$ cat src/rtl/ref_window_fetch.sv
// ref_window_fetch: turns one affine sub-block MV into per-row reference fetch requests.
// Latency: MV accepted at edge t -> row 0 request valid for the edge at t+2; H+2 cycles per block.
// Backpressure: MV_READY only in IDLE; REQ_* / OUT_* hold while REQ_VALID && !REQ_READY.
//
// Ports:
//   CLK, RST                  rising-edge clock, synchronous active-high reset
//   CU_X/CU_Y, BLOCK_X/Y      CU origin and sub-block offset, latched on MV accept
//   MV_{X,Y}_INT/_FRAC        integer + 1/16 fractional MV per axis
//   MV_VALID/MV_READY         input bundle handshake
//   REQ_VALID/REQ_READY       row request handshake
//   REQ_X/REQ_Y/REQ_LEN/LAST  row start x (unclamped), clamped row y, row length, last-row flag
//   OUT_FRAC_*/OUT_INTERP_*   fractions and interpolation flags of the current window
//   BUSY                      any state other than IDLE
module ref_window_fetch #(
    parameter int PIC_W = 1920,
    parameter int PIC_H = 1080,
    parameter int BLK   = 4,
    parameter int TAPS  = 8
) (
    input  logic        CLK,
    input  logic        RST,
    input  logic [11:0] CU_X,
    input  logic [11:0] CU_Y,
    input  logic [7:0]  BLOCK_X,
    input  logic [7:0]  BLOCK_Y,
    input  logic [14:0] MV_X_INT,
    input  logic [14:0] MV_Y_INT,
    input  logic [3:0]  MV_X_FRAC,
    input  logic [3:0]  MV_Y_FRAC,
    input  logic        MV_VALID,
    output logic        MV_READY,
    output logic        REQ_VALID,
    input  logic        REQ_READY,
    output logic [12:0] REQ_X,
    output logic [10:0] REQ_Y,
    output logic [3:0]  REQ_LEN,
    output logic        REQ_LAST,
    output logic [3:0]  OUT_FRAC_X,
    output logic [3:0]  OUT_FRAC_Y,
    output logic        OUT_INTERP_X,
    output logic        OUT_INTERP_Y,
    output logic        BUSY
);

    // Window margins around the block for the interpolation filter.
    localparam int MARG_PRE  = TAPS / 2 - 1;
    localparam int MARG_POST = TAPS / 2;
    localparam int WIN       = BLK + MARG_PRE + MARG_POST;

    typedef enum logic [1:0] {
        S_IDLE  = 2'd0,
        S_CALC  = 2'd1,
        S_ISSUE = 2'd2
    } state_t;

    state_t r_state;
    state_t w_state_nxt;

    // Latched input bundle
    logic [11:0] r_cu_x;
    logic [11:0] r_cu_y;
    logic [7:0]  r_blk_x;
    logic [7:0]  r_blk_y;
    logic [14:0] r_mv_x;
    logic [14:0] r_mv_y;
    logic [3:0]  r_frac_x;
    logic [3:0]  r_frac_y;
    logic        r_interp_x;
    logic        r_interp_y;

    // Window geometry computed in CALC
    logic signed [16:0] r_base_x;
    logic signed [16:0] r_base_y;
    logic [3:0]         r_len;
    logic [3:0]         r_h;
    logic [3:0]         r_row;

    // Handshake / control wires
    logic w_mv_ready;
    logic w_req_valid;
    logic w_busy;
    logic w_accept;
    logic w_fire;
    logic w_row_last;

    // Arithmetic wires
    logic signed [16:0] w_ix;
    logic signed [16:0] w_iy;
    logic signed [16:0] w_base_x;
    logic signed [16:0] w_base_y;
    logic signed [16:0] w_y_sum;
    logic [10:0]        w_req_y;

    // Only the low 13 bits of base_x leave the block (line buffer wraps/pads x);
    // the picture width matters only to that line buffer, not here.
    logic w_unused_hi_x;
    logic w_unused_pic_w;
    assign w_unused_hi_x  = ^r_base_x[16:13];
    assign w_unused_pic_w = (PIC_W > 0);

    //------------------------------------------------------------------
    // FSM state register
    //------------------------------------------------------------------
    always_ff @(posedge CLK) begin
        if (RST) begin
            r_state <= S_IDLE;
        end else begin
            r_state <= w_state_nxt;
        end
    end

    assign w_row_last = (r_row == 4'(r_h - 4'd1));

    //------------------------------------------------------------------
    // FSM next state and handshake outputs. Outputs are also masked by RST
    // so nothing handshakes during the reset cycle, whatever the state.
    //------------------------------------------------------------------
    always_comb begin
        w_state_nxt = r_state;
        w_mv_ready  = 1'b0;
        w_req_valid = 1'b0;
        w_busy      = 1'b0;
        w_accept    = 1'b0;
        w_fire      = 1'b0;
        case (r_state)
            S_IDLE: begin
                w_mv_ready = ~RST;
                w_accept   = MV_VALID & w_mv_ready;
                if (w_accept) begin
                    w_state_nxt = S_CALC;
                end
            end
            S_CALC: begin
                w_busy      = ~RST;
                w_state_nxt = S_ISSUE;
            end
            S_ISSUE: begin
                w_busy      = ~RST;
                w_req_valid = ~RST;
                w_fire      = w_req_valid & REQ_READY;
                if (w_fire && w_row_last) begin
                    w_state_nxt = S_IDLE;
                end
            end
            default: begin
                w_state_nxt = S_IDLE;
            end
        endcase
    end

    //------------------------------------------------------------------
    // Window arithmetic, 17-bit signed. CU coordinates are unsigned,
    // block offsets and MVs are sign-extended.
    //------------------------------------------------------------------
    assign w_ix = signed'({5'd0, r_cu_x})
                + signed'({{9{r_blk_x[7]}}, r_blk_x})
                + signed'({{2{r_mv_x[14]}}, r_mv_x});
    assign w_iy = signed'({5'd0, r_cu_y})
                + signed'({{9{r_blk_y[7]}}, r_blk_y})
                + signed'({{2{r_mv_y[14]}}, r_mv_y});

    assign w_base_x = w_ix - (r_interp_x ? 17'(MARG_PRE) : 17'd0);
    assign w_base_y = w_iy - (r_interp_y ? 17'(MARG_PRE) : 17'd0);

    // Rows above/below the picture repeat the edge row.
    assign w_y_sum = r_base_y + signed'({13'd0, r_row});

    always_comb begin
        w_req_y = w_y_sum[10:0];
        if (w_y_sum < 17'sd0) begin
            w_req_y = 11'd0;
        end else if (w_y_sum > signed'(17'(PIC_H - 1))) begin
            w_req_y = 11'(PIC_H - 1);
        end
    end

    //------------------------------------------------------------------
    // Datapath registers
    //------------------------------------------------------------------
    always_ff @(posedge CLK) begin
        if (RST) begin
            r_cu_x     <= '0;
            r_cu_y     <= '0;
            r_blk_x    <= '0;
            r_blk_y    <= '0;
            r_mv_x     <= '0;
            r_mv_y     <= '0;
            r_frac_x   <= '0;
            r_frac_y   <= '0;
            r_interp_x <= 1'b0;
            r_interp_y <= 1'b0;
            r_base_x   <= '0;
            r_base_y   <= '0;
            r_len      <= '0;
            r_h        <= '0;
            r_row      <= '0;
        end else begin
            if (w_accept) begin
                r_cu_x     <= CU_X;
                r_cu_y     <= CU_Y;
                r_blk_x    <= BLOCK_X;
                r_blk_y    <= BLOCK_Y;
                r_mv_x     <= MV_X_INT;
                r_mv_y     <= MV_Y_INT;
                r_frac_x   <= MV_X_FRAC;
                r_frac_y   <= MV_Y_FRAC;
                r_interp_x <= (MV_X_FRAC != 4'd0);
                r_interp_y <= (MV_Y_FRAC != 4'd0);
            end
            if (r_state == S_CALC) begin
                r_base_x <= w_base_x;
                r_base_y <= w_base_y;
                r_len    <= r_interp_x ? 4'(WIN) : 4'(BLK);
                r_h      <= r_interp_y ? 4'(WIN) : 4'(BLK);
                r_row    <= 4'd0;
            end
            // Counter parks at 0 after the last row instead of running past H-1.
            if (w_fire) begin
                r_row <= w_row_last ? 4'd0 : 4'(r_row + 4'd1);
            end
        end
    end

    //------------------------------------------------------------------
    // Outputs
    //------------------------------------------------------------------
    assign MV_READY     = w_mv_ready;
    assign REQ_VALID    = w_req_valid;
    assign BUSY         = w_busy;
    assign REQ_LAST     = w_req_valid & w_row_last;
    assign REQ_X        = r_base_x[12:0];
    assign REQ_Y        = w_req_y;
    assign REQ_LEN      = r_len;
    assign OUT_FRAC_X   = r_frac_x;
    assign OUT_FRAC_Y   = r_frac_y;
    assign OUT_INTERP_X = r_interp_x;
    assign OUT_INTERP_Y = r_interp_y;

endmodule
$ cat config.mk
export PLATFORM = sky130hd
export DESIGN_NAME = ref_window_fetch
export DESIGN_NICKNAME = d
export VERILOG_FILES = /design/src/rtl/ref_window_fetch.sv
export SDC_FILE = /design/constraint.sdc
export NUM_CORES = 1
export LEC_CHECK = 0
export CAP_MARGIN = 20
export CORE_MARGIN = 2
export CORE_UTILIZATION = 54
export CTS_BUF_LIST = sky130_fd_sc_hd__clkbuf_4 sky130_fd_sc_hd__clkbuf_8 sky130_fd_sc_hd__clkbuf_16
export DETAILED_ROUTE_END_ITERATION = 12
export PLACE_DENSITY = 0.84
export SLEW_MARGIN = 20
export SYNTH_ARGS = -nofsm -noshare
export SYNTH_HDL_FRONTEND = slang
export SYNTH_SLANG_ARGS = --single-unit
$ cat constraint.sdc
create_clock -name CLK -period 4 [get_ports CLK]
set_input_delay 0.6 -clock CLK [delete_from_list [all_inputs] [get_ports CLK]]
set_output_delay 0.6 -clock CLK [all_outputs]
set_load 0.005 [all_outputs]
### After elaboration in Yosys (flattened, before gate mapping)

Index checks and enable logic that the tools add are counted.

| word-level totals | value |
|---|---|
| bits in registers | 122 |
| input port bits | 82 |
| output and inout bits | 42 |

| operators by class | value |
|---|---|
| add/sub/neg operators | 9 |
| $lt $le $gt $ge | 2 |
| equality and inequality tests | 5 |
| multiplexer cells | 17 |
| bitwise gates (word level) | 4 |
| reductions and logical operators | 7 |

Operator list:

| operator | count |
|---|---|
| 2-to-1 mux 11 bit | 2 |
| 2-to-1 mux 4 bit | 5 |
| adder 17 x 5 -> 17 bit | 1 |
| greater-than comparator 17 x 12 -> 1 bit, second input constant | 1 |
| < comparator 17 x 1 -> 1 bit, second input constant | 1 |
| subtractor 16 x 3 -> 17 bit | 1 |
| adder 14 x 15 -> 16 bit | 1 |
| adder 13 x 8 -> 14 bit | 1 |
| adder 13 bit | 1 |
| adder 13 x 8 -> 13 bit | 1 |
| subtractor 13 x 3 -> 13 bit | 1 |
| 2-to-1 mux 2 bit | 4 |
| nonzero test 4 bit | 2 |
| one-hot mux 2 bit (3 select lines) | 1 |
| 2-to-1 mux 1 bit | 5 |
| adder 4 x 1 -> 4 bit, second input constant | 1 |
| == test 4 bit | 1 |
| inequality test 2 bit, second input constant | 2 |
| subtractor 4 x 1 -> 4 bit, second input constant | 1 |
| AND 1 bit | 3 |
| == test 2 x 1 -> 1 bit, second input constant | 1 |
| == test 2 bit, second input constant | 1 |
| zero test 2 bit | 1 |
| AND reduction 2 bit | 1 |
| other kinds (4) | 4 |

### Logic depth before layout (Yosys ltp)

Gate-level depths: netlist of the first run.

| depth | value |
|---|---|
| depth in word-level cells | 5 |
| depth in mapped cells | 14 |
| depth with buffers taken out | 14 |

### Least setup slack after synthesis of the first run

No wires, ideal clock.

| timing | value |
|---|---|
| path type | register to register |
| start | reg r_interp_x (netlist: OUT_INTERP_X) |
| end | reg r_base_x[12] |
| library setup time | 0.086 ns |
| arrival time | 3.051 ns |
| data required time | 3.914 ns |
| slack | 0.863 ns |
| stages on the path, launching flop included | 12 |
| path buffers | 0 |
| clock period less this slack | 3.137 ns |
| path through | dfxtp_1 > fa_1 > inv_1 > fa_1 > ha_1 > a211o_1 > a21oi_1 > o21ai_0 > a2111oi_2 > a21oi_1 > xnor2_1 > a211oi_1 |

| between the ends | value |
|---|---|
| word-level cells in the longest chain between the ends | 2 |

Ends and longest elaborated chain:

| element | RTL line | source |
|---|---|---|
| start, declared | 68 | `logic r_interp_x;` |
| start signal, assigned | 207 | `r_interp_x <= (MV_X_FRAC != 4'd0);` |
| 2-to-1 mux 2 bit | 162 | `assign w_base_x = w_ix - (r_interp_x ? 17'(MARG_PRE) : 17'd0);` |
| subtractor 13 x 3 -> 13 bit | 162 |  |
| end signal, assigned | 211 | `r_base_x <= w_base_x;` |
| end, declared | 72 | `logic signed [16:0] r_base_x;` |

No other way between the ends.
A chain may end at the register's enable or synchronous reset.

### Final worst setup path of the first run

| timing | value |
|---|---|
| start | reg r_row[0] |
| end | out REQ_Y[8] |

| between the ends | value |
|---|---|
| word-level cells in the longest chain between the ends | 4 |
| elaborated cells on any way between the ends | 5 |
| classes of those cells | 1 x add/sub; 2 x order compare; 2 x mux |

Ends and longest elaborated chain:

| element | RTL line | source |
|---|---|---|
| start, declared | 76 | `logic [3:0] r_row;` |
| start signal, assigned | 219 | `r_row <= w_row_last ? 4'd0 : 4'(r_row + 4'd1);` |
| adder 17 x 5 -> 17 bit (*) | 166 | `assign w_y_sum = r_base_y + signed'({13'd0, r_row});` |
| greater-than comparator 17 x 12 -> 1 bit | 172 | `end else if (w_y_sum > signed'(17'(PIC_H - 1))) begin` |
| 2-to-1 mux 11 bit | 172 |  |
| 2-to-1 mux 11 bit (*) | 170 | `if (w_y_sum < 17'sd0) begin` |
| end, declared | 35 | `output logic [10:0] REQ_Y,` |

Mark *: on every way between the ends. The rest lies on a longest branch, timed or not.

==> flow_summary.json, run 1 <==
{
  "finish.instance_area_sq_um": 9290,
  "gr-total-overflow": 0,
  "hold_violations": 0,
  "tightest_slew_ps": 826,
  "place_congestion": 0.827,
  "cp-startpoint": "r_row[0]$_SDFFE_PP0P_",
  "clockBufferDepth": 2,
  "clock_latency_ps": 420,
  "synth.distinct_cells": 60,
  "maxCapViolations": 0,
  "ios": 124,
  "diodes": 0,
  "grt_usage_pct": 23.7,
  "area_delta_synth_final_pct": 27.4,
  "syn_inst": 850,
  "drtPass1Iterations": 5,
  "coreArea_sq_um": 13200,
  "drc_errors": 0,
  "cp_data_arrival_time_ps": 3200,
  "clkSinkCount": 118,
  "maxSlewViolCount": 0,
  "yosys.area.top_type": "dfxtp_1",
  "cp_max_fo": 8,
  "min-delay-start": "OUT_FRAC_X[0]$_SDFFE_PP0P_",
  "synth_top_area_share_pct": 32.4,
  "drt_iter0_drc": 274,
  "die_h_microns": 120,
  "dpl.hpwl_mm": 11.4,
  "root_buffer": "clkbuf_16",
  "setup_viol": 0,
  "vdd.ir_drop.worst_v": 0.000316,
  "crit_required_ps": 3400,
  "async_flop_share_pct": 0,
  "fin_crit_ps": 3800,
  "skew_ps": 9.52,
  "path_class": "reg -> out",
  "synth.area.top_cells": "dfxtp_1 (32%), ha_1 (11%), fa_1 (8.0%), inv_1 (5.9%), nand2_1 (4.7%)",
  "finalCritPeriodShare_pct": 94.9,
  "synth_edf_count": 0,
  "synth_seq_area_share_pct": 32.4,
  "start_util_pct": 55.3,
  "synth.avg_cell_area_sq_um": 8.58,
  "grt_max_degree": 87,
  "final_nets": 1128,
  "syn_nets": 1025,
  "cts_buffers": 17,
  "p_leak_nw": 3.88,
  "antenna_found_initial": 0,
  "grt_pass1_wl_mm": 27.4,
  "p_total_w": 0.00531,
  "wire_per_inst_microns": 14.0,
  "placed_area_sq_um": 8580,
  "die_w_microns": 120,
  "slew_headroom_pct": 45.0,
  "ant_nets": 0,
  "synth-main-ff-cell": "dfxtp_1",
  "cts.clk_slew.worst_paths_ps": 60,
  "powerDensity_nw_per_um2": 571,
  "grt_pass1_vias": 5841,
  "syn_area_sq_um": 7290,
  "drive_above_1_share_pct": 6.21,
  "cts_tree": "built",
  "ctsHoldBuffers": 0,
  "outcome": "finished, final reports clean",
  "fmax_mhz": 263,
  "avgViaCountPerCell": 5.21,
  "rsz0062_at_grt": "no",
  "ys_seq_elements": 118,
  "ys_warn_count": 0,
  "finalSetupTns_ps": 0,
  "end_kind": "output pin",
  "r2r-start": "OUT_INTERP_Y$_SDFFE_PP0P_",
  "cts.htree.levels": 4,
  "dieArea_sq_um": 14400,
  "min_path_type": "reg -> reg",
  "port_buffers": 121,
  "cp-start-kind": "flop",
  "postRouteWirelength_mm": 16.0,
  "vias": 5945,
  "num_rows": 42
}
## metrics by stage
stage               std cells  hold WS (ps)  setup slack, ps  util, %
global route             1142           483             22.9     70.4
floorplan                 850           451              863        -
global placement         1109           447              496     65.1
finish                   1142           462              203     70.4
CTS                      1142           461             4.93     70.1
detailed placement       1109           453              378     65.1
## Yosys cell counts, drive strengths merged (2+ instances only)
| cell type | number |
|---|---|
| o21ai | 47 |
| ha | 64 |
| nor3b | 8 |
| nand3b | 6 |
| mux2i | 22 |
| o21a | 6 |
| clkbuf | 34 |
| dfxtp | 118 |
| a21oi | 35 |
| o31a | 2 |
| nand2b | 44 |
| xnor2 | 21 |
| a211oi | 7 |
| o41ai | 2 |
| buf | 9 |
| fa | 29 |
| a31oi | 4 |
| or3 | 3 |
| a211o | 2 |
| o31ai | 41 |
| a21boi | 3 |
| inv | 115 |
| o211ai | 5 |
| o22ai | 5 |
| nor2b | 8 |
| nand2 | 92 |
| nand3 | 8 |
| a21o | 5 |
| and3 | 5 |
| nor3 | 7 |
| nand4 | 4 |
| nor2 | 53 |
| xor2 | 17 |
| and2 | 3 |
## power breakdown
part	switching [W]	internal, W	leakage [nW]
clock	0.000521	0.00114	0.320
sequential	0.000131	0.00133	0.969
combinational	0.00108	0.00109	2.59
## flip-flops by register name, indices dropped and copies added (netlist names), 4 cells and up
signal      count
OUT_FRAC_X      4
r_base_x       13
r_cu_x         12
r_mv_x         13
r_row           4
OUT_FRAC_Y      4
r_blk_y         8
r_base_y       17
r_blk_x         8
r_mv_y         15
r_cu_y         12
## worst max-delay path, cell delays in order, from the launching register on
cell and delay, ps:
dfxtp_2 380, ha_1 180, inv_1 60, fa_2 360
nor2b_1 120, o21a_2 180, o211ai_4 90, mux2i_1 140
a311o_1 350, a21oi_4 220, nor3b_2 190, clkdlybuf4s50_1 510
## final cells by class
type                    instances  area, sq um
inverters                     115          432
fillers                       953         3900
flip-flops and latches        118         2360
repair buffers                127         1280
multi-input cells             574         4340
clock buffers                  25          517
clock inverters                 7          140
well taps                     176          220
## logic make-up (layout without fill, tap and decap cells)
kind of cell    after synthesis  count (layout)  synth area share [%]
simple gates                247             247                  16.7
flops                       118             118                  32.4
buf+inv                     158             274                  8.51
mux                          23              23                  3.18
xor+xnor                     38              38                  4.57
fa+ha+maj                    93              93                  18.9
compound gates              173             173                  15.7
## placed cells by master, fill, tap and decap left out, drive strengths merged, types with 6 or more instances in the layout
cell,n
nand3b,6
a21oi,35
buf,7
inv,115
nor3,7
nor2,53
nand2,92
ha,64
xor2,17
clkbuf,25
nand2b,44
o21ai,47
nand3,8
xnor2,21
o31ai,41
a211oi,7
mux2i,22
nor3b,8
dfxtp,118
o21a,6
fa,29
clkdlybuf4s50,116
nor2b,8
## path summary, 6_finish.rpt
path | to | slack [ps] | cells past startpoint
max | REQ_Y[8] | 200 | 11
min | OUT_FRAC_X[0]$_SDFFE_PP0P_ | 460 | 2
max reg2reg | r_base_y[15]$_SDFFE_PP0P_ | 580 | 13
min reg2reg | OUT_FRAC_X[0]$_SDFFE_PP0P_ | 460 | 2
## layer usage
| layer | part of all wire (%) | GRT usage (%) | vias up |
|---|---|---|---|
| met5 | 0 | 0 | - |
| met2 | 47 | 38.2 | 145 |
| li1 | - | - | 3039 |
| met4 | 2.7 | 10.3 | 0 |
| met1 | 45 | 30.2 | 2725 |
| met3 | 5.2 | 5.85 | 36 |
## timing repair
| action | in CTS | in global routing |
|---|---|---|
| gates cloned | 0 | 0 |
| setup endpoints to repair | 4 | 9 |
| gates resized for setup | 0 | 8 |
| pin swaps | 1 | 1 |
| setup buffers | 1 | 0 |
No activity file was read; power rests on OpenSTA's default activity.
==> run 2: changes to the inputs <==
MAX_ROUTING_LAYER = met4   (was not set)
==> run 2 against run 1 <==
Die area stayed put. Via count rose by 0.32%. Worst setup slack improved by 4.2 ps. Sequential power hardly changed. Largest power group unchanged. Worst hold slack gained 0.91 ps. Flip-flop and latch count did not move. Largest cell class unchanged. Non-clock buffer count unchanged. Critical path type unchanged. Clock power hardly changed. Clock-buffer cell count is the same. First-iteration DRC count shrank 3.3%. Global-route usage is 0.68 points higher. Utilization stayed put.
==> flow_summary.json, run 2 (synthesis gave the netlist of run 1 again) <==
{
  "postRouteWirelength_mm": 16.0,
  "die_w_microns": 120,
  "avgViaCountPerCell": 5.22,
  "finalCritPeriodShare_pct": 94.8,
  "crit_required_ps": 3400,
  "skew_ps": 10.0,
  "hold_violations": 0,
  "maxSlewViolCount": 0,
  "root_buffer": "clkbuf_16",
  "gr-usage-met3_pct": 5.57,
  "cts_buffers": 17,
  "crit_path_cell_trace": "ha_1 -> inv_1 -> fa_2 -> nor2b_1 -> o21a_2 -> o211ai_4 -> mux2i_1 -> a311o_1 -> a21oi_4 -> nor3b_2 -> clkdlybuf4s50_1",
  "diodes": 0,
  "ant_nets": 0,
  "final_cell_mix": "dfxtp_1 (117), clkdlybuf4s50_1 (116), inv_1 (115), nand2_1 (92), ha_1 (63)",
  "regArea_sq_um": 2360,
  "met1_usage_pct": 30.4,
  "antenna_found_initial": 0,
  "cp-startpoint": "r_row[0]$_SDFFE_PP0P_",
  "drt_iter0_drc": 265,
  "grt.busiest_layer": "met2",
  "placed_cells": 1109,
  "cp_data_arrival_time_ps": 3190,
  "place_ws_ps": 378,
  "crit_path_max_incr_delay_ps": 510,
  "drc_errors": 0,
  "cts_tree": "built",
  "fin_crit_ps": 3790,
  "port_buffers": 121,
  "tightest_slew_ps": 827,
  "final_nets": 1128,
  "min_path_type": "reg -> reg",
  "holdWs_ps": 463,
  "ios": 124,
  "area_delta_synth_final_pct": 27.4,
  "dieArea_sq_um": 14400,
  "min-delay-start": "OUT_FRAC_X[0]$_SDFFE_PP0P_",
  "stdcell_count": 1142,
  "die_h_microns": 120,
  "rsz0062_at_grt": "no",
  "cts.htree.levels": 4,
  "layout_commonest_cell": "dfxtp_1",
  "clockBufferDepth": 2,
  "setup_viol": 0,
  "end_kind": "output pin",
  "num_rows": 42,
  "cp_slowest_cell": "clkdlybuf4s50_1",
  "finalSetupTns_ps": 0,
  "r2r-start": "OUT_INTERP_Y$_SDFFE_PP0P_",
  "n_fill_cell": 953,
  "grt_pass1_vias": 5844,
  "place_congestion": 0.839,
  "grt_pass1_wl_mm": 27.4,
  "vias": 5964,
  "coreArea_sq_um": 13200,
  "path_class": "reg -> out",
  "ctsHoldBuffers": 0,
  "reg.largest.list": "r_base_y (17), r_mv_y (15)",
  "drtPass1Iterations": 4,
  "gr-total-overflow": 0,
  "grt_max_degree": 87,
  "cp-start-kind": "flop",
  "wire_per_inst_microns": 14.0,
  "p_leak_nw": 3.88,
  "cts.clk_slew.worst_paths_ps": 60,
  "powerDensity_nw_per_um2": 571,
  "largest_reg_flops": 17,
  "finalWorstSetupSlack_ps": 207,
  "drive_above_1_share_pct": 6.21,
  "clock_latency_ps": 420,
  "outcome": "finished, final reports clean",
  "placed_area_sq_um": 8580,
  "cp_max_fo": 8,
  "globalRouteMet2Util_pct": 38.3,
  "dpl.hpwl_mm": 11.4,
  "fmax_mhz": 264,
  "start_util_pct": 55.3,
  "finish.instance_area_sq_um": 9290,
  "clkSinkCount": 118,
  "maxCapViolations": 0,
  "multi_input_area_sq_um": 4340,
  "vdd.ir_drop.worst_v": 0.000315,
  "top_register": "r_base_y",
  "grt_usage_pct": 24.4,
  "slew_headroom_pct": 44.9
}
run 2: cell counts in the layout (fill, tap and decap cells not counted):
Identical to the previous run, type by type.
run 2: timing repair:
item	CTS	global route
pin swaps	1	1
setup endpoints to repair	4	9
resized for setup	0	8
endpoints found under the hold margin	0	0
buffers inserted	1	0
run 2: path summary, 6_finish.rpt:
check                          endpoint  slack, ps  cells after the start
max reg2reg   r_base_y[15]$_SDFFE_PP0P_        580                     13
max                            REQ_Y[8]        210                     11
min          OUT_FRAC_X[0]$_SDFFE_PP0P_        460                      2
min reg2reg  OUT_FRAC_X[0]$_SDFFE_PP0P_        460                      2
run 2: metal layers:
| layer | vias up | routed length (microns) |
|---|---|---|
| met5 | - | 0 |
| met4 | 0 | 427 |
| met3 | 36 | 806 |
| met2 | 146 | 7560 |
| met1 | 2748 | 7190 |
| li1 | 3034 | - |
run 2: where the power goes:
part | internal (W) | total [W] | leakage [nW] | switching [W]
Sequential | 0.00133 | 0.00146 | 0.969 | 0.000131
Combinational | 0.00109 | 0.00218 | 2.59 | 0.00108
Clock | 0.00114 | 0.00166 | 0.320 | 0.000520
run 2: layout make-up:
class / instances / share of cell area, %
Clock inverter: 7 / 1.51
Inverter: 115 / 4.65
Multi-Input combinational cell: 574 / 46.7
Timing Repair Buffer: 127 / 13.7
Tap cell: 176 / 2.37
Clock buffer: 25 / 5.56
Sequential cell: 118 / 25.5
run 2: through the flow:
stage               power [W]  util [%]
floorplan             0.00297         -
global placement      0.00352      65.1
detailed placement    0.00360      65.1
CTS                   0.00531      70.1
global route          0.00568      70.4
finish                0.00531      70.4
run 2: worst max-delay path: cells and delay by family, from the launching register on:
kind            cells  cell delay (ps)
compound gates      4              850
mux                 1              140
simple gates        2              310
buf+inv             2              570
fa+ha+maj           2              540
flops               1              370
==> run 3: changes to the inputs <==
CORE_UTILIZATION = 49   (was 54)
PLACE_DENSITY = 0.81   (was 0.84)
SKIP_CTS_REPAIR_TIMING = 1   (was not set)
clock period = 3.26 ns   (was 4 ns; I/O delays follow)
==> run 3 against run 2 <==
Sequential share of layout area shrank 0.63 points. Combinational power grew 40%. First-iteration DRC count grew 31%. Global-route usage shrank 2.8 points. Largest cell class unchanged. Register-to-register slack lost 530 ps. Clock-buffer cell count shrank 1. Total power grew 25%. Worst hold slack lost 2.5 ps. The run now ends with setup timing left. Worst setup slack lost 280 ps. Clock power grew 8%.
==> flow_summary.json, run 3 (synthesis gave the netlist of run 1 again) <==
{
  "path_buf_inv": 4,
  "antenna_found_initial": 0,
  "skew_ps": 6.05,
  "grt_max_degree": 78,
  "worst_path_most_repeated_cell": "buf_6",
  "stdcell_count": 1170,
  "seq_power_share_pct": 26.9,
  "dieArea_sq_um": 15900,
  "area_delta_synth_final_pct": 30.9,
  "hold_violations": 0,
  "fmax_mhz": 300,
  "path_class": "reg -> out",
  "powerDensity_nw_per_um2": 697,
  "top_register": "r_base_y",
  "maxCapViolations": 0,
  "clockBufferDepth": 2,
  "swShare_pct": 34.2,
  "finalCritPeriodShare_pct": 102,
  "cts.htree.levels": 4,
  "die_h_microns": 126,
  "ant_nets": 0,
  "placed_cells": 1132,
  "cp_max_fo": 4,
  "slew_headroom_pct": 47.7,
  "failed_checks": "setup timing",
  "vias": 6074,
  "critPathTopFamily": "compound AO/OA/AOI/OAI gates",
  "drt_iter0_drc": 346,
  "grt_pass1_wl_mm": 26.8,
  "wire_per_inst_microns": 14.4,
  "gr-total-overflow": 0,
  "holdWs_ps": 460,
  "clkSinkCount": 118,
  "share_comb_of_total_power_pct": 46.1,
  "crit_required_ps": 2770,
  "crit_path_cell_trace": "ha_4 -> inv_2 -> fa_2 -> nor2b_1 -> o21a_2 -> o211ai_4 -> mux2i_1 -> a311o_1 -> a21oi_4 -> buf_6 -> buf_6 -> nor3b_2 -> buf_2",
  "min_path_type": "reg -> reg",
  "final_cell_mix": "dfxtp_1 (113), inv_1 (109), clkdlybuf4s50_1 (109), nand2_1 (92), ha_1 (57)",
  "cts.clk_slew.worst_paths_ps": 50,
  "p_clk_share_pct": 27.0,
  "drtPass1Iterations": 7,
  "grt_usage_pct": 21.6,
  "clock_latency_ps": 420,
  "placed_area_sq_um": 8720,
  "dpl.hpwl_mm": 11.8,
  "tightest_slew_ps": 785,
  "port_buffers": 121,
  "crit_path_max_incr_delay_ps": 350,
  "internal-power_w": 0.00438,
  "final_nets": 1151,
  "fin_crit_ps": 3330,
  "drc_errors": 0,
  "layout_commonest_cell": "dfxtp_1",
  "cts_buffers": 17,
  "finish.instance_area_sq_um": 9540,
  "largest_reg_flops": 17,
  "maxSlewViolCount": 0,
  "postRouteWirelength_mm": 16.8,
  "setup_viol": 4,
  "root_buffer": "clkbuf_16",
  "place_ws_ps": -98.5,
  "end_kind": "output pin",
  "finalWorstSetupSlack_ps": -70.6,
  "avgViaCountPerCell": 5.19,
  "die_w_microns": 126,
  "cp-start-kind": "flop",
  "ios": 124,
  "cp_data_arrival_time_ps": 2840,
  "reg.largest.list": "r_base_y (17), r_mv_y (15)",
  "outcome": "finished, violations left",
  "grt_pass1_vias": 5604,
  "cp_slowest_cell": "dfxtp_2",
  "place_congestion": 0.866,
  "drive_above_1_share_pct": 12.9,
  "power.switching_w": 0.00227,
  "vdd.ir_drop.worst_v": 0.000387,
  "start_util_pct": 50.2,
  "diodes": 0,
  "rsz0062_at_grt": "yes",
  "p_leak_nw": 3.96,
  "cts_tree": "built",
  "finalSetupTns_ps": -161,
  "num_rows": 44,
  "coreArea_sq_um": 14500
}
-- run 3: layout make-up --
cell class	instances	area [sq um]
timing repair buffer	150	1430
sequential	118	2370
clock buffer	24	490
inverter	115	432
clock inverter	5	75.1
multi-input combinational	574	4510
fill	1170	4990
tap	184	230
-- run 3: path summary, 6_finish.rpt --
path	start	endpoint	slack, ps	cells after the start
max	r_base_y[0]$_SDFFE_PP0P_	REQ_Y[7]	-70	13
min	OUT_FRAC_X[0]$_SDFFE_PP0P_	OUT_FRAC_X[0]$_SDFFE_PP0P_	460	2
max reg2reg	OUT_INTERP_X$_SDFFE_PP0P_	r_base_x[12]$_SDFFE_PP0P_	50	11
min reg2reg	OUT_FRAC_X[0]$_SDFFE_PP0P_	OUT_FRAC_X[0]$_SDFFE_PP0P_	460	2
-- run 3: worst min-delay path: stages, from the launching register on --
cell	delay [ps]
dfxtp_1	310
nand2_1	50
a21oi_1	50
-- run 3: per-stage QoR --
step | utilization, % | total power [W]
5_1_grt | 65.7 | 0.00709
3_3_place_gp | 60.0 | 0.00441
6_report | 65.7 | 0.00665
4_1_cts | 63.9 | 0.00633
2_1_floorplan | - | 0.00364
3_5_place_dp | 60.0 | 0.00450
-- run 3: power groups by stage --
stage | sequential, W | combinational (W) | clock, W
2_1_floorplan | 0.00177 | 0.00187 | 0
3_3_place_gp | 0.00180 | 0.00261 | 0
3_5_place_dp | 0.00180 | 0.00269 | 0
4_1_cts | 0.00178 | 0.00273 | 0.00182
5_1_grt | 0.00181 | 0.00339 | 0.00189
6_report | 0.00179 | 0.00306 | 0.00180
-- run 3: metal layers --
layer	part of all wire, %	vias up	track usage (%)
met1	44	2849	27.5
li1	-	3069	-
met3	3.9	33	4.80
met5	0	-	-
met2	49	123	33.6
met4	2.4	0	8.40
==> edit 1 (config.mk and constraints of run 2) <==
Encoding of `state_t`: now one-hot (3 bits for 3 states).
--- a/src/rtl/ref_window_fetch.sv
+++ b/src/rtl/ref_window_fetch.sv
@@ -47,10 +47,10 @@
     localparam int MARG_POST = TAPS / 2;
     localparam int WIN       = BLK + MARG_PRE + MARG_POST;
 
-    typedef enum logic [1:0] {
-        S_IDLE  = 2'd0,
-        S_CALC  = 2'd1,
-        S_ISSUE = 2'd2
+    typedef enum logic [2:0] {
+        S_IDLE  = 3'b001,
+        S_CALC  = 3'b010,
+        S_ISSUE = 3'b100
     } state_t;
 
     state_t r_state;
Function: same outputs for any inputs over 4 cycles, from zero or initial values and one cycle with RST high; so few cycles prove little.
==> edit 1 against run 2 <==
Die area rose by 0.58%; non-clock buffer count rose by 6; clock skew fell by 0.0037 ns; design area rose by 0.51%; sequential cell count rose by 1; wire length rose by 14%; via count rose by 9.4%; combinational power fell by 35%; register-to-register slack got worse by 0.23 ns; area after synthesis rose by 0.60%; utilization rose by 0.080 points; power fell by 18%; worst setup slack got worse by 0.087 ns; critical endpoint is now REQ_Y[3]; highest routed layer unchanged.
==> edit 1: results (changes against run 2) <==
<table>
<tr><th>Metric</th><th>Value</th></tr>
<tr><th colspan="2">Finish</th></tr>
<tr><td>Multi-input combinational cell count</td><td>607 (was 574)</td></tr>
<tr><td>Layout clock area frac</td><td>6.76% (was 7.07%)</td></tr>
<tr><td>Inverter count</td><td>117 (was 115)</td></tr>
<tr><td>Post-route non-filler standard cell count</td><td>1184 (was 1142)</td></tr>
<tr><th colspan="2">Worst hold path</th></tr>
<tr><td>Hold Startpoint</td><td>OUT_FRAC_Y[1] (was OUT_FRAC_X[0])</td></tr>
<tr><td>Worst hold path endpoint</td><td>OUT_FRAC_Y[1] (was OUT_FRAC_X[0])</td></tr>
<tr><th colspan="2">Yosys</th></tr>
<tr><td>Fraction of synthesized area in multiplexers</td><td>0.136% (was 3.18%)</td></tr>
<tr><td>Top cell types by occurrence after synthesis</td><td>sky130_fd_sc_hd__nand2_1 (157), sky130_fd_sc_hd__dfxtp_1 (119), sky130_fd_sc_hd__inv_1 (116) (was sky130_fd_sc_hd__dfxtp_1 (118), sky130_fd_sc_hd__inv_1 (115), sky130_fd_sc_hd__nand2_1 (92))</td></tr>
<tr><td>Mean instance size in the synthesized netlist</td><td>8.25 um2 (was 8.58 um2)</td></tr>
<tr><td>Dominant cell by count in the synthesized netlist</td><td>sky130_fd_sc_hd__nand2_1 (was sky130_fd_sc_hd__dfxtp_1)</td></tr>
<tr><td>Parity-gate share of the synthesized area counting xor and xnor cells</td><td>3.22% (was 4.57%)</td></tr>
<tr><th colspan="2">Critical path</th></tr>
<tr><td>Worst-case register-to-register setup slack</td><td>0.35 ns (was 0.58 ns)</td></tr>
<tr><td>Worst Setup SP</td><td>r_row[2] (was r_row[0])</td></tr>
<tr><td>Worst Path Max Fanout</td><td>7 (was 8)</td></tr>
<tr><th colspan="2">Floorplan</th></tr>
<tr><td>Die span in x</td><td>121 um (was 120 um)</td></tr>
<tr><th colspan="2">Power and ir drop</th></tr>
<tr><td>Share of total power in sequential cells</td><td>30.2% (was 27.6%)</td></tr>
<tr><td>Overall power of the completed layout</td><td>4.36 mW (was 5.31 mW)</td></tr>
<tr><td>Worst VDD drop</td><td>0.293 mV (was 0.315 mV)</td></tr>
<tr><td>Reported leakage power</td><td>4.04 nW (was 3.88 nW)</td></tr>
<tr><th colspan="2">Detailed routing</th></tr>
<tr><td>Via count</td><td>6526 (was 5964)</td></tr>
<tr><td>Routed length on met1</td><td>8450 um (was 7190 um)</td></tr>
<tr><td>Met3 Routed Length</td><td>864 um (was 806 um)</td></tr>
<tr><th colspan="2">Placed design</th></tr>
<tr><td>Placed cell areas</td><td>8630 um2 (was 8580 um2)</td></tr>
<tr><th colspan="2">Run status</th></tr>
<tr><td>Outcome</td><td>complete, no violations (unchanged)</td></tr>
<tr><th colspan="2">GRT</th></tr>
<tr><td>M1 GR Usage</td><td>35.2% (was 30.4%)</td></tr>
</table>
-- edit 1: changes by cell type in the layout (fill, tap and decap cells not counted), sizes merged, moves of 6 or more --
cell    change
a21oi      +12
o21ai      -27
buf         +6
xor2        -7
nor3b       -6
nand2      +65
mux2i      -21
a21o        +6
nor2       -29
nand2b     -40
nand3      +49
-- edit 1: repair_timing --
| item | CTS | global route |
|---|---|---|
| endpoints found under the hold margin | 0 | 0 |
| pin swaps | 2 | 4 |
| endpoints found under the setup margin | 11 | 10 |
| gates resized for setup | 3 | 11 |
| setup buffers | 1 | 1 |
-- edit 1: through the flow --
stage	worst slack (ns)	hold slack, ns
finish	0.121	0.455
floorplan	0.553	0.436
CTS	0.0242	0.457
global route	-0.0175	0.480
detailed placement	0.288	0.448
global placement	0.321	0.438
-- edit 1: cell families after synthesis --
family,Yosys count
and+or+nand+nor,312
AOI/OAI and AO/OA,177
buffers and inverters,163
DFF,119
adders and majority gates,90
xor gates and xnor gates,27
muxes,1
==> edit 2 (config.mk and constraints of run 2) <==
Made on the original files. The parameter `TAPS` goes from 8 to 6.
--- a/src/rtl/ref_window_fetch.sv
+++ b/src/rtl/ref_window_fetch.sv
@@ -15,7 +15,7 @@
     parameter int PIC_W = 1920,
     parameter int PIC_H = 1080,
     parameter int BLK   = 4,
-    parameter int TAPS  = 8
+    parameter int TAPS  = 6
 ) (
     input  logic        CLK,
     input  logic        RST,
Function: changed (a bounded check fails within 4 cycles, from zero or initial values and one cycle with RST high).
==> edit 2 against run 2 <==
Utilization is 0.37 points higher; area after synthesis decreased by 1.5%; worst setup slack worse by 0.12 ns; power shrank 0.42%; wire length up 8.6%; design area is 0.27% lower; sequential cell count unchanged; register-to-register slack worse by 0.12 ns; synthesized cell count up 1.5%; critical endpoint is now REQ_Y[4]; largest power group unchanged.
==> edit 2: results (changes against run 2) <==
<table>
<tr><th>Metric</th><th>Value</th></tr>
<tr><th colspan="2">GRT</th></tr>
<tr><td>Met3 global-route usage</td><td>5.03% (was 5.57%)</td></tr>
<tr><td>Met2 Track Usage GR</td><td>38.9% (was 38.3%)</td></tr>
<tr><td>Maximum number of pins on one net before global-route repair</td><td>119 (was 87)</td></tr>
<tr><td>First-pass GRT wire length</td><td>28500 um (was 27400 um)</td></tr>
<tr><td>Via count of the first global-routing pass</td><td>6016 (was 5844)</td></tr>
<tr><th colspan="2">Yosys</th></tr>
<tr><td>Top cell types by occurrence after synthesis</td><td>sky130_fd_sc_hd__nand2_1 (132), sky130_fd_sc_hd__dfxtp_1 (118), sky130_fd_sc_hd__inv_1 (117) (was sky130_fd_sc_hd__dfxtp_1 (118), sky130_fd_sc_hd__inv_1 (115), sky130_fd_sc_hd__nand2_1 (92))</td></tr>
<tr><td>Number of distinct library cells after synthesis</td><td>62 (was 60)</td></tr>
<tr><td>Number of cells produced by synthesis</td><td>863 (was 850)</td></tr>
<tr><td>Area share of fa/ha/maj cells after synthesis</td><td>18.8% (was 18.9%)</td></tr>
<tr><th colspan="2">Clock network</th></tr>
<tr><td>Count of cells resized by post-cts repair</td><td>4 (was 0)</td></tr>
<tr><th colspan="2">Finish</th></tr>
<tr><td>Non-clock buffer instance count of the final layout</td><td>133 (was 127)</td></tr>
<tr><td>Inverter count</td><td>117 (was 115)</td></tr>
<tr><td>Post-route non-filler standard cell count</td><td>1161 (was 1142)</td></tr>
<tr><td>Layout net count</td><td>1145 (was 1128)</td></tr>
<tr><td>Fill cell instance count of the final layout</td><td>1007 (was 953)</td></tr>
<tr><td>Multi-input combinational cell count</td><td>585 (was 574)</td></tr>
<tr><td>Buffer share of cell area</td><td>14.2% (was 13.7%)</td></tr>
<tr><td>Layout clock area frac</td><td>7.04% (was 7.07%)</td></tr>
<tr><th colspan="2">Critical path</th></tr>
<tr><td>Worst flop-to-flop path startpoint</td><td>OUT_INTERP_X (was OUT_INTERP_Y)</td></tr>
<tr><td>Endpoint of the worst register-to-register path</td><td>r_base_x[11] (was r_base_y[15])</td></tr>
<tr><td>Worst-case register-to-register setup slack</td><td>0.46 ns (was 0.58 ns)</td></tr>
<tr><th colspan="2">Power and ir drop</th></tr>
<tr><td>Reported leakage power</td><td>3.85 nW (was 3.88 nW)</td></tr>
<tr><td>Total net switching power</td><td>1.76 mW (was 1.73 mW)</td></tr>
<tr><th colspan="2">Run status</th></tr>
<tr><td>Outcome</td><td>complete, no violations (unchanged)</td></tr>
<tr><th colspan="2">Detailed routing</th></tr>
<tr><td>Pre-Repair DR Iteration Count</td><td>5 (was 4)</td></tr>
<tr><td>Drt wl/cell</td><td>15.0 um (was 14.0 um)</td></tr>
<tr><td>Routed length on met1</td><td>8360 um (was 7190 um)</td></tr>
<tr><th colspan="2">Placed design</th></tr>
<tr><td>Placer's final routability congestion estimate</td><td>0.856 (was 0.839)</td></tr>
</table>
[edit 2: cell types whose count changed in the layout (fill, tap and decap cells not counted), sizes merged, moves of 8 or more]
cell | before | now
nor2 | 53 | 44
nand2b | 44 | 7
nand2 | 92 | 132
o31ai | 41 | 50
xor2 | 17 | 9
a211oi | 7 | 15
mux2i | 22 | 11
nor3 | 7 | 19
[edit 2: metrics by stage]
stage / cell area [um2] / hold slack, ns / power, mW / utilization, % / setup slack [ns]
after floorplan: 7180 / 0.449 / 2.91 / - / 0.838
after global placement: 8490 / 0.443 / 3.50 / 64.9 / 0.263
after detailed placement: 8490 / 0.455 / 3.56 / 64.9 / 0.181
after CTS: 9190 / 0.462 / 5.25 / 70.2 / 0.0256
after global routing: 9260 / 0.484 / 5.63 / 70.8 / -0.0533
final: 9260 / 0.460 / 5.28 / 70.8 / 0.0848
